$ cat src/rtl/inst_queue_pkg.sv
// inst_queue_pkg
//   Shared definitions for the fetch-to-decode instruction queue:
//   entry width and field offsets as functions of the address and cause
//   widths, pack/unpack helpers for the default-width entry, and the
//   thermometer run-length and popcount helpers used for push/pop counts.
package inst_queue_pkg;

    localparam int DEF_ADDR_W  = 32;
    localparam int DEF_CAUSE_W = 7;
    localparam int INST_W      = 32;

    // Entry layout, MSB -> LSB: {pred_addr, pc, inst, exc, cause}.
    // The instruction word is always 32 bits wide; PC and predicted address
    // follow the address width.
    function automatic int ent_width(input int addr_w, input int cause_w);
        return 2 * addr_w + INST_W + 1 + cause_w;
    endfunction

    function automatic int exc_bit(input int cause_w);
        return cause_w;
    endfunction

    function automatic int inst_lsb(input int cause_w);
        return cause_w + 1;
    endfunction

    function automatic int pc_lsb(input int cause_w);
        return cause_w + 1 + INST_W;
    endfunction

    function automatic int pred_lsb(input int addr_w, input int cause_w);
        return cause_w + 1 + INST_W + addr_w;
    endfunction

    typedef struct packed {
        logic [DEF_ADDR_W-1:0]  pred_addr;
        logic [DEF_ADDR_W-1:0]  pc;
        logic [INST_W-1:0]      inst;
        logic                   exc;
        logic [DEF_CAUSE_W-1:0] cause;
    } entry_t;

    localparam int DEF_ENT_W = $bits(entry_t);

    function automatic logic [DEF_ENT_W-1:0] pack_entry(input entry_t e);
        return e;
    endfunction

    function automatic entry_t unpack_entry(input logic [DEF_ENT_W-1:0] v);
        return entry_t'(v);
    endfunction

    // Length of the contiguous run of ones starting at bit 0, looking at
    // the low w bits only. Anything after the first zero is ignored.
    function automatic int unsigned run_len(input logic [31:0] v, input int unsigned w);
        int unsigned n;
        logic        open;
        n    = 0;
        open = 1'b1;
        for (int unsigned i = 0; i < 32; i++) begin
            if (i < w && open) begin
                if (v[i]) n++;
                else      open = 1'b0;
            end
        end
        return n;
    endfunction

    function automatic int unsigned popcount(input logic [31:0] v, input int unsigned w);
        int unsigned n;
        n = 0;
        for (int unsigned i = 0; i < 32; i++) begin
            if (i < w && v[i]) n++;
        end
        return n;
    endfunction

endpackage

$ cat src/rtl/inst_queue.sv
// inst_queue
//   Fetch-to-decode instruction queue. One circular buffer of per-instruction
//   entries; fetch pushes 0..FW slots and decode pops 0..IW entries per cycle,
//   independently. Each entry carries {pred_addr, pc, inst, exc, cause}.
//
// Ports
//   clk, rst (sync, active-low), flush (drop all contents, beats push/pop)
//   in_valid[FW]      push valid per slot, slot 0 oldest, leading run accepted
//   in_pc/in_inst/in_pred_addr  per-slot payload
//   in_exc, in_cause  packet exception, tagged onto every accepted slot
//   in_ready, stall   room for a full packet (from registered count only)
//   out_valid[IW]     thermometer of held entries
//   out_data[IW]      oldest IW entries, zero where out_valid is low
//   pop[IW]           decode consume mask, leading run masked by out_valid
//   count             entries held
module inst_queue
    import inst_queue_pkg::*;
#(
    parameter int DEPTH   = 16,
    parameter int FW      = 2,
    parameter int IW      = 2,
    parameter int ADDR_W  = DEF_ADDR_W,
    parameter int CAUSE_W = DEF_CAUSE_W,
    localparam int ENT_W  = ent_width(ADDR_W, CAUSE_W),
    localparam int PTR_W  = $clog2(DEPTH),
    localparam int CNT_W  = $clog2(DEPTH + 1)
) (
    input  logic                  clk,
    input  logic                  rst,
    input  logic                  flush,
    input  logic [FW-1:0]         in_valid,
    input  logic [FW*ADDR_W-1:0]  in_pc,
    input  logic [FW*INST_W-1:0]  in_inst,
    input  logic [FW*ADDR_W-1:0]  in_pred_addr,
    input  logic                  in_exc,
    input  logic [CAUSE_W-1:0]    in_cause,
    output logic                  in_ready,
    output logic                  stall,
    output logic [IW-1:0]         out_valid,
    output logic [IW*ENT_W-1:0]   out_data,
    input  logic [IW-1:0]         pop,
    output logic [CNT_W-1:0]      count
);

    localparam int EXC_BIT  = exc_bit(CAUSE_W);
    localparam int INST_LSB = inst_lsb(CAUSE_W);
    localparam int PC_LSB   = pc_lsb(CAUSE_W);
    localparam int PRED_LSB = pred_lsb(ADDR_W, CAUSE_W);

    logic [ENT_W-1:0] mem [DEPTH];
    logic [PTR_W-1:0] wr_ptr;
    logic [PTR_W-1:0] rd_ptr;
    logic [ENT_W-1:0] wdata [FW];
    int unsigned      push_n;
    int unsigned      pop_m;

    // No pop credit: in_ready looks only at the registered count so there is
    // no combinational path from decode's pop back to fetch.
    assign in_ready = (count <= CNT_W'(DEPTH - FW));
    assign stall    = ~in_ready;

    always_comb begin
        out_valid = '0;
        for (int i = 0; i < IW; i++) begin
            out_valid[i] = (count > CNT_W'(i));
        end
    end

    always_comb begin
        out_data = '0;
        for (int i = 0; i < IW; i++) begin
            if (out_valid[i]) begin
                out_data[i*ENT_W +: ENT_W] = mem[rd_ptr + PTR_W'(i)];
            end
        end
    end

    // A packet that does not fit is ignored whole; fetch re-presents it.
    always_comb begin
        push_n = in_ready ? run_len(32'(in_valid), FW) : 0;
        pop_m  = run_len(32'(pop & out_valid), IW);
    end

    always_comb begin
        for (int k = 0; k < FW; k++) begin
            wdata[k]                              = '0;
            wdata[k][CAUSE_W-1:0]                 = in_cause;
            wdata[k][EXC_BIT]                     = in_exc;
            wdata[k][INST_LSB +: INST_W]          = in_inst[k*INST_W +: INST_W];
            wdata[k][PC_LSB +: ADDR_W]            = in_pc[k*ADDR_W +: ADDR_W];
            wdata[k][PRED_LSB +: ADDR_W]          = in_pred_addr[k*ADDR_W +: ADDR_W];
        end
    end

    // Storage is never reset; stale entries are unreachable once the
    // pointers and count are cleared.
    always_ff @(posedge clk) begin
        if (rst && !flush) begin
            for (int unsigned k = 0; k < FW; k++) begin
                if (k < push_n) begin
                    mem[wr_ptr + PTR_W'(k)] <= wdata[k];
                end
            end
        end
    end

    always_ff @(posedge clk) begin
        if (!rst) begin
            wr_ptr <= '0;
            rd_ptr <= '0;
            count  <= '0;
        end else if (flush) begin
            wr_ptr <= '0;
            rd_ptr <= '0;
            count  <= '0;
        end else begin
            wr_ptr <= wr_ptr + PTR_W'(push_n);
            rd_ptr <= rd_ptr + PTR_W'(pop_m);
            count  <= count + CNT_W'(push_n) - CNT_W'(pop_m);
        end
    end

`ifndef SYNTHESIS
    always_ff @(posedge clk) begin
        if (rst) begin
            assert (count <= CNT_W'(DEPTH))
                else $error("inst_queue: count above DEPTH");
            assert (popcount(32'(out_valid), IW) == run_len(32'(out_valid), IW))
                else $error("inst_queue: out_valid not a thermometer");
            if (!flush) begin
                assert (run_len(32'(pop), IW) <= pop_m)
                    else $warning("inst_queue: pop beyond out_valid, extra bits masked");
            end
        end
    end
`endif

endmodule

$ cat config.mk
export PLATFORM = sky130hd
export DESIGN_NAME = inst_queue
export DESIGN_NICKNAME = d
export VERILOG_FILES = /design/src/rtl/inst_queue_pkg.sv /design/src/rtl/inst_queue.sv
export SDC_FILE = /design/constraint.sdc
export NUM_CORES = 2
export LEC_CHECK = 0
export CAP_MARGIN = 15
export CORE_ASPECT_RATIO = 2
export CORE_MARGIN = 4
export CORE_UTILIZATION = 40
export CTS_CLUSTER_SIZE = 16
export DETAILED_ROUTE_END_ITERATION = 16
export PLACE_DENSITY = 0.63
export SLEW_MARGIN = 10
export SYNTH_ARGS = -nofsm -noshare
export SYNTH_HDL_FRONTEND = slang
export SYNTH_SLANG_ARGS = --single-unit
$ cat constraint.sdc
create_clock -name clk -period 20.2 [get_ports clk]
set_clock_uncertainty 0.1 [all_clocks]
set_input_delay 6.06 -clock clk [delete_from_list [all_inputs] [get_ports clk]]
set_output_delay 6.06 -clock clk [all_outputs]
set_load 0.05 [all_outputs]
# Word-level counts from Yosys, hierarchy flattened
# Memory sizes are Yosys's and may differ from the RTL's. A register that Yosys moved wholly into a read port is not among the register bits.
# Cells that the tools add are included.
[word_totals]
regBits = 13
ramBits = 1664
in_bits = 207
output_inout_bits = 217
wordCells = 41
mem_count = 1
[classes]
n_addsub = 8
n_lt_le_gt_ge = 5
n_mux = 18
bitwise = 3
n_reduce_logical = 3
[memory_table]
columns = ["name", "depth", "word_bits", "read_ports", "rd_ports_with_merged_regs", "write_ports", "line_no", "text"]
rows = [
  ["mem", 16, 104, 2, 1, 2, "inst_queue.sv:50", "logic [ENT_W-1:0] mem [DEPTH];"],
]
[ops]
columns = ["operator", "count"]
rows = [
  ["104-bit 2-to-1 mux", 2],
  ["32-bit 2-to-1 mux", 3],
  ["1-bit by 32-bit < comparator with 1-bit output, first input constant", 2],
  ["32-bit by 1-bit adder with 32-bit output, second input constant", 1],
  ["5-bit by 1-bit > comparator with 1-bit output, second input constant", 2],
  ["1-bit 2-to-1 mux", 10],
  ["5-bit 2-to-1 mux", 2],
  ["4-bit by 1-bit adder with 4-bit output, second input constant", 2],
  ["4-bit adder", 2],
  ["5-bit adder", 1],
  ["5-bit by 4-bit <= comparator with 1-bit output, second input constant", 1],
  ["5-bit subtractor", 1],
  ["4-bit 2-to-1 mux", 1],
  ["1-bit by 1-bit adder with 2-bit output, second input constant", 1],
  ["2-bit AND", 1],
  ["1-bit NOT", 2],
  ["2-bit OR reduction", 1],
  ["1-bit logical AND", 1],
  ["1-bit zero test", 1],
]

# Depth between registers and ports, before layout
[depth]
ltp_word = 9
mapped_depth = 16
depth_no_buf = 16

# Worst setup path after synthesis
# Ideal clock, no wire load.
[synth_timing]
path_kind = "input-to-reg"
startpoint = "input port rst"
endpoint = "memory mem[9][0] in the netlist's numbering (enable)"
setup_ps = 710
t_arrival_ps = 14080
required_time_ps = 19390
slack_ps = 5309
cell_stages = 4
path_buffers = 0
path_cell_list = "nor2b_1 nand3_1 or3_1 o21ai_0"
[synth_lines]
columns = ["element", "line_no", "text"]
rows = [
  ["from (decl)", "inst_queue.sv:29", "input logic rst,"],
  ["to (decl)", "inst_queue.sv:50", ""],
]

# Final worst setup path
[layout_timing]
startpoint = "register rd_ptr[0]"
endpoint = "output port out_data[111]"
[layout_between]
elab_chain_cells = 3
[layout_rtl]
columns = ["element", "line_no", "text"]
rows = [
  ["from (decl)", "inst_queue.sv:52", "logic [PTR_W-1:0] rd_ptr;"],
  ["from (signal assigned)", "inst_queue.sv:118", "rd_ptr <= rd_ptr + PTR_W'(pop_m);"],
  ["4-bit by 1-bit adder with 4-bit output", "inst_queue.sv:73", "out_data[i*ENT_W +: ENT_W] = mem[rd_ptr + PTR_W'(i)];"],
  ["memory 16 x 104 bit", "n/a", ""],
  ["104-bit 2-to-1 mux", "inst_queue.sv:72", "if (out_valid[i]) begin"],
  ["to (decl)", "inst_queue.sv:40", "output logic [IW*ENT_W-1:0] out_data,"],
]
# Every way passes these cells.

==> summary.md <==
| Metric | Value |
|---|---|
| Status | `finished, final reports clean` |
| Buf/Inv on CP | `4` |
| Mapped Area | `0.0953 sq mm` |
| Share of cells above drive strength 1 | `0.467` |
| Core area | `0.237 sq mm` |
| Hold crit path type | `reg -> reg` |
| First-pass GRT wire length | `about 460,000 microns` |
| Resized cells post-CTS | `0` |
| Syn_area_per_cell | `approximately 17 sq um` |
| Max-slew headroom | `0.153` |
| CTS Buf Count | `between 150 and 200` |
| Die Ht | `698 microns` |
| Sequential share of the synthesized area | `0.527` |
| Htree depth | `4` |
| Family with the most delay on the worst path | `buffers and inverters` |
| WP data required | `between 10 and 15 ns` |
| Ys Warns | `0` |
| Initial DRC count | `roughly 6,000` |
| CP max FO | `66` |
| Clock slew at reported path FFs | `approximately 0.06 ns` |
| Drt wl/cell | `around 38 microns` |
| Clk buf depth | `4` |
| Drc violations | `0` |
| Pre-CTS WS | `between 8 and 9 ns` |
| Placed inst area | `between 0.1 and 0.15 sq mm` |
| Initial antenna violation count | `62` |
| Nets | `approximately 5,800` |
| # Post-CTS Setup Buffers | `0` |
| MaxCap Viol Count | `0` |
| CTS Hold Bufs | `0` |
| Final Max Slew Viols | `0` |
| Drt pass-1 iters | `5` |
| Crit path largest cell delay | `a little under 1 ns` |
| Die area | `~0.25 sq mm` |
| Cell count after synthesis | `around 5,500` |
| Pin count of the biggest net entering global routing | `between 100 and 150` |
| WL final | `between 300,000 and 400,000 microns` |
| Worst Tran Pin Value | `between 1 and 1.5 ns` |
| Finished layout cell area | `roughly 0.11 sq mm` |
| CTS tree | `built` |
| IR drop worst, VDD | `0.116 mV` |
| Distinct cell type count of the synthesized netlist | `42` |
| Worst-Skew Late Latency | `~0.83 ns` |
| Most used cell, CP | `buf_4` |
| Remaining antenna violation count after routing | `0` |
| Port bufs | `approximately 420` |
| Vias | `about 57,000` |
| Top Ports | `roughly 420` |
| Std cell rows | `between 200 and 300` |
| Die Wd | `353 microns` |
| Tcrit/Tclk final | `0.634` |
| Critical path arrival | `about 6.7 ns` |
| Final setup vio count | `0` |
| Final hold violation count | `0` |
| CTS root buf | `clkbuf_16` |
| Crit path capture type | `output pin` |
| Seq cells post-synth | `around 1,700` |
| Pwr Total | `between 10 and 15 mW` |
| Slowest cell on the critical path | `buf_4` |
| Worst path cell trace | `buf_4 -> buf_4 -> buf_4 -> mux4_2 -> mux2i_1 -> o22ai_1 -> clkdlybuf4s50_1` |
| Number of clock sinks | `1,677` |
| RSZ-0062 raised after global routing | `false` |
| WS Path Type | `reg -> out` |
| Min Tclk post-route | `between 10 and 15 ns` |
| Vias per cell | `around 6.6` |
| Global route overflow | `0` |
| Starting Density | `0.401` |
| Syn Nets | `5,674` |
| Max Clk Rate | `a little under 80 MHz` |
| Area Growth Syn to Fin | `12.8%` |
| Gr usage total | `0.263` |
| Power Dens Cells | `around 100 mW/mm^2` |
| Routability cong. | `between 0.7 and 0.8` |
| Setup TNS | `0 ns` |
| Post-DP HPWL | `about 180,000 microns` |
| Pleak | `approximately 34 nW` |
| Number of global-route vias before repair | `60,831` |
| Final WS setup | `roughly 7.4 ns` |
| Crit path launch type | `flip-flop` |
## cell usage in the layout, fill, tap and decap left out, drive strengths merged, types with 5 or more instances in the layout
| master | instances |
|---|---|
| edfxtp | 1664 |
| mux2 | 1536 |
| mux4 | 832 |
| clkdlybuf4s50 | 423 |
| mux2i | 416 |
| o22ai | 210 |
| clkbuf | 199 |
| buf | 134 |
| clkinv | 61 |
| diode | 23 |
| nor2 | 19 |
| inv | 18 |
| nand2 | 17 |
| a21oi | 17 |
| bufinv | 16 |
| ha | 15 |
| dfxtp | 13 |
| clkinvlp | 12 |
| nand3 | 10 |
| o21ai | 7 |
| and2 | 5 |
## through the flow
step	instances	utilization	hold slack, ns
floorplan	5450	-	0.442
global placement	8433	0.430	0.480
detailed placement	8433	0.430	0.485
CTS	8724	0.453	0.500
global route	8733	0.453	0.548
finish	8747	0.453	0.501
## power breakdown
group          switching, mW  internal (mW)
sequential            0.0366           3.86
clock                   1.39           1.76
combinational           2.64           1.48
total                   4.07           7.10
## cells by family after synthesis
logic type,count (synthesis),synth area share
AOI/OAI and AO/OA,242,0.0159
xor gates and xnor gates,8,0.000735
adders and majority gates,17,0.00239
buffers and inverters,649,0.0284
DFF,1677,0.527
muxes,2784,0.422
and+or+nand+nor,73,0.00391
## final timing paths
kind	startpoint	to	slack (ns)	depth (start not counted)
worst max register to register	count[2]	mem[13][20]	15.08	7
worst max-delay path	rd_ptr[0]	out_data[111]	7.39	7
worst min-delay path	wr_ptr[3]	wr_ptr[3]	0.50	2
worst min register to register	wr_ptr[3]	wr_ptr[3]	0.50	2
## synthesized netlist by cell type, drive strengths merged
cell	n	area (sq um)
a21oi	17	85.1
o21bai	1	7.51
nor3b	1	7.51
nor2	19	73.8
mux2	1536	17300
mux4	832	18700
nand3b	1	7.51
nand3	10	55.1
nand4	2	12.5
fa	2	40.0
or3	2	12.5
a21o	3	22.5
a31oi	1	6.26
xnor2	4	35.0
clkbuf	340	1280
nand2	17	63.8
mux2i	416	4160
a22o	1	8.76
nor3	3	20.0
buf	294	1380
xor2	4	35.0
o22ai	210	1310
dfxtp	13	260
nand2b	4	32.5
ha	15	188
inv	15	56.3
edfxtp	1664	50000
a41oi	1	27.5
and3	3	18.8
o31ai	1	7.51
nor2b	3	18.8
and2	5	31.3
or2	3	18.8
o21ai	7	35.0
## routing by layer
layer	vias to the layer above	global-route usage	part of all wire
li1	22875	-	-
met4	70	0.0914	0.037
met1	31134	0.330	0.38
met3	682	0.0502	0.076
met5	-	0	0.0014
met2	2620	0.455	0.51
## cell type report
type / count / area (sq um)
Sequential cell: 1677 / 50200
Timing Repair Buffer: 557 / 5350
Multi-Input combinational cell: 3124 / 42700
Clock buffer: 199 / 4380
Fill cell: 20393 / 130000
Tap cell: 3060 / 3830
Antenna cell: 23 / 57.6
Clock inverter: 92 / 902
Inverter: 15 / 56.3
## tightest hold or removal path: cells and delay by family, from the launching register on
kind	cells	cell delay (ns)
flip-flops	1	0.36
XOR/XNOR	1	0.14
AND/OR/NAND/NOR	1	0.07
## registers in the layout, summed over array words and instances (netlist names)
name and count:
wr_ptr 4, rd_ptr 4, mem 1664, count 5
Power figures use the tool's default switching activity.
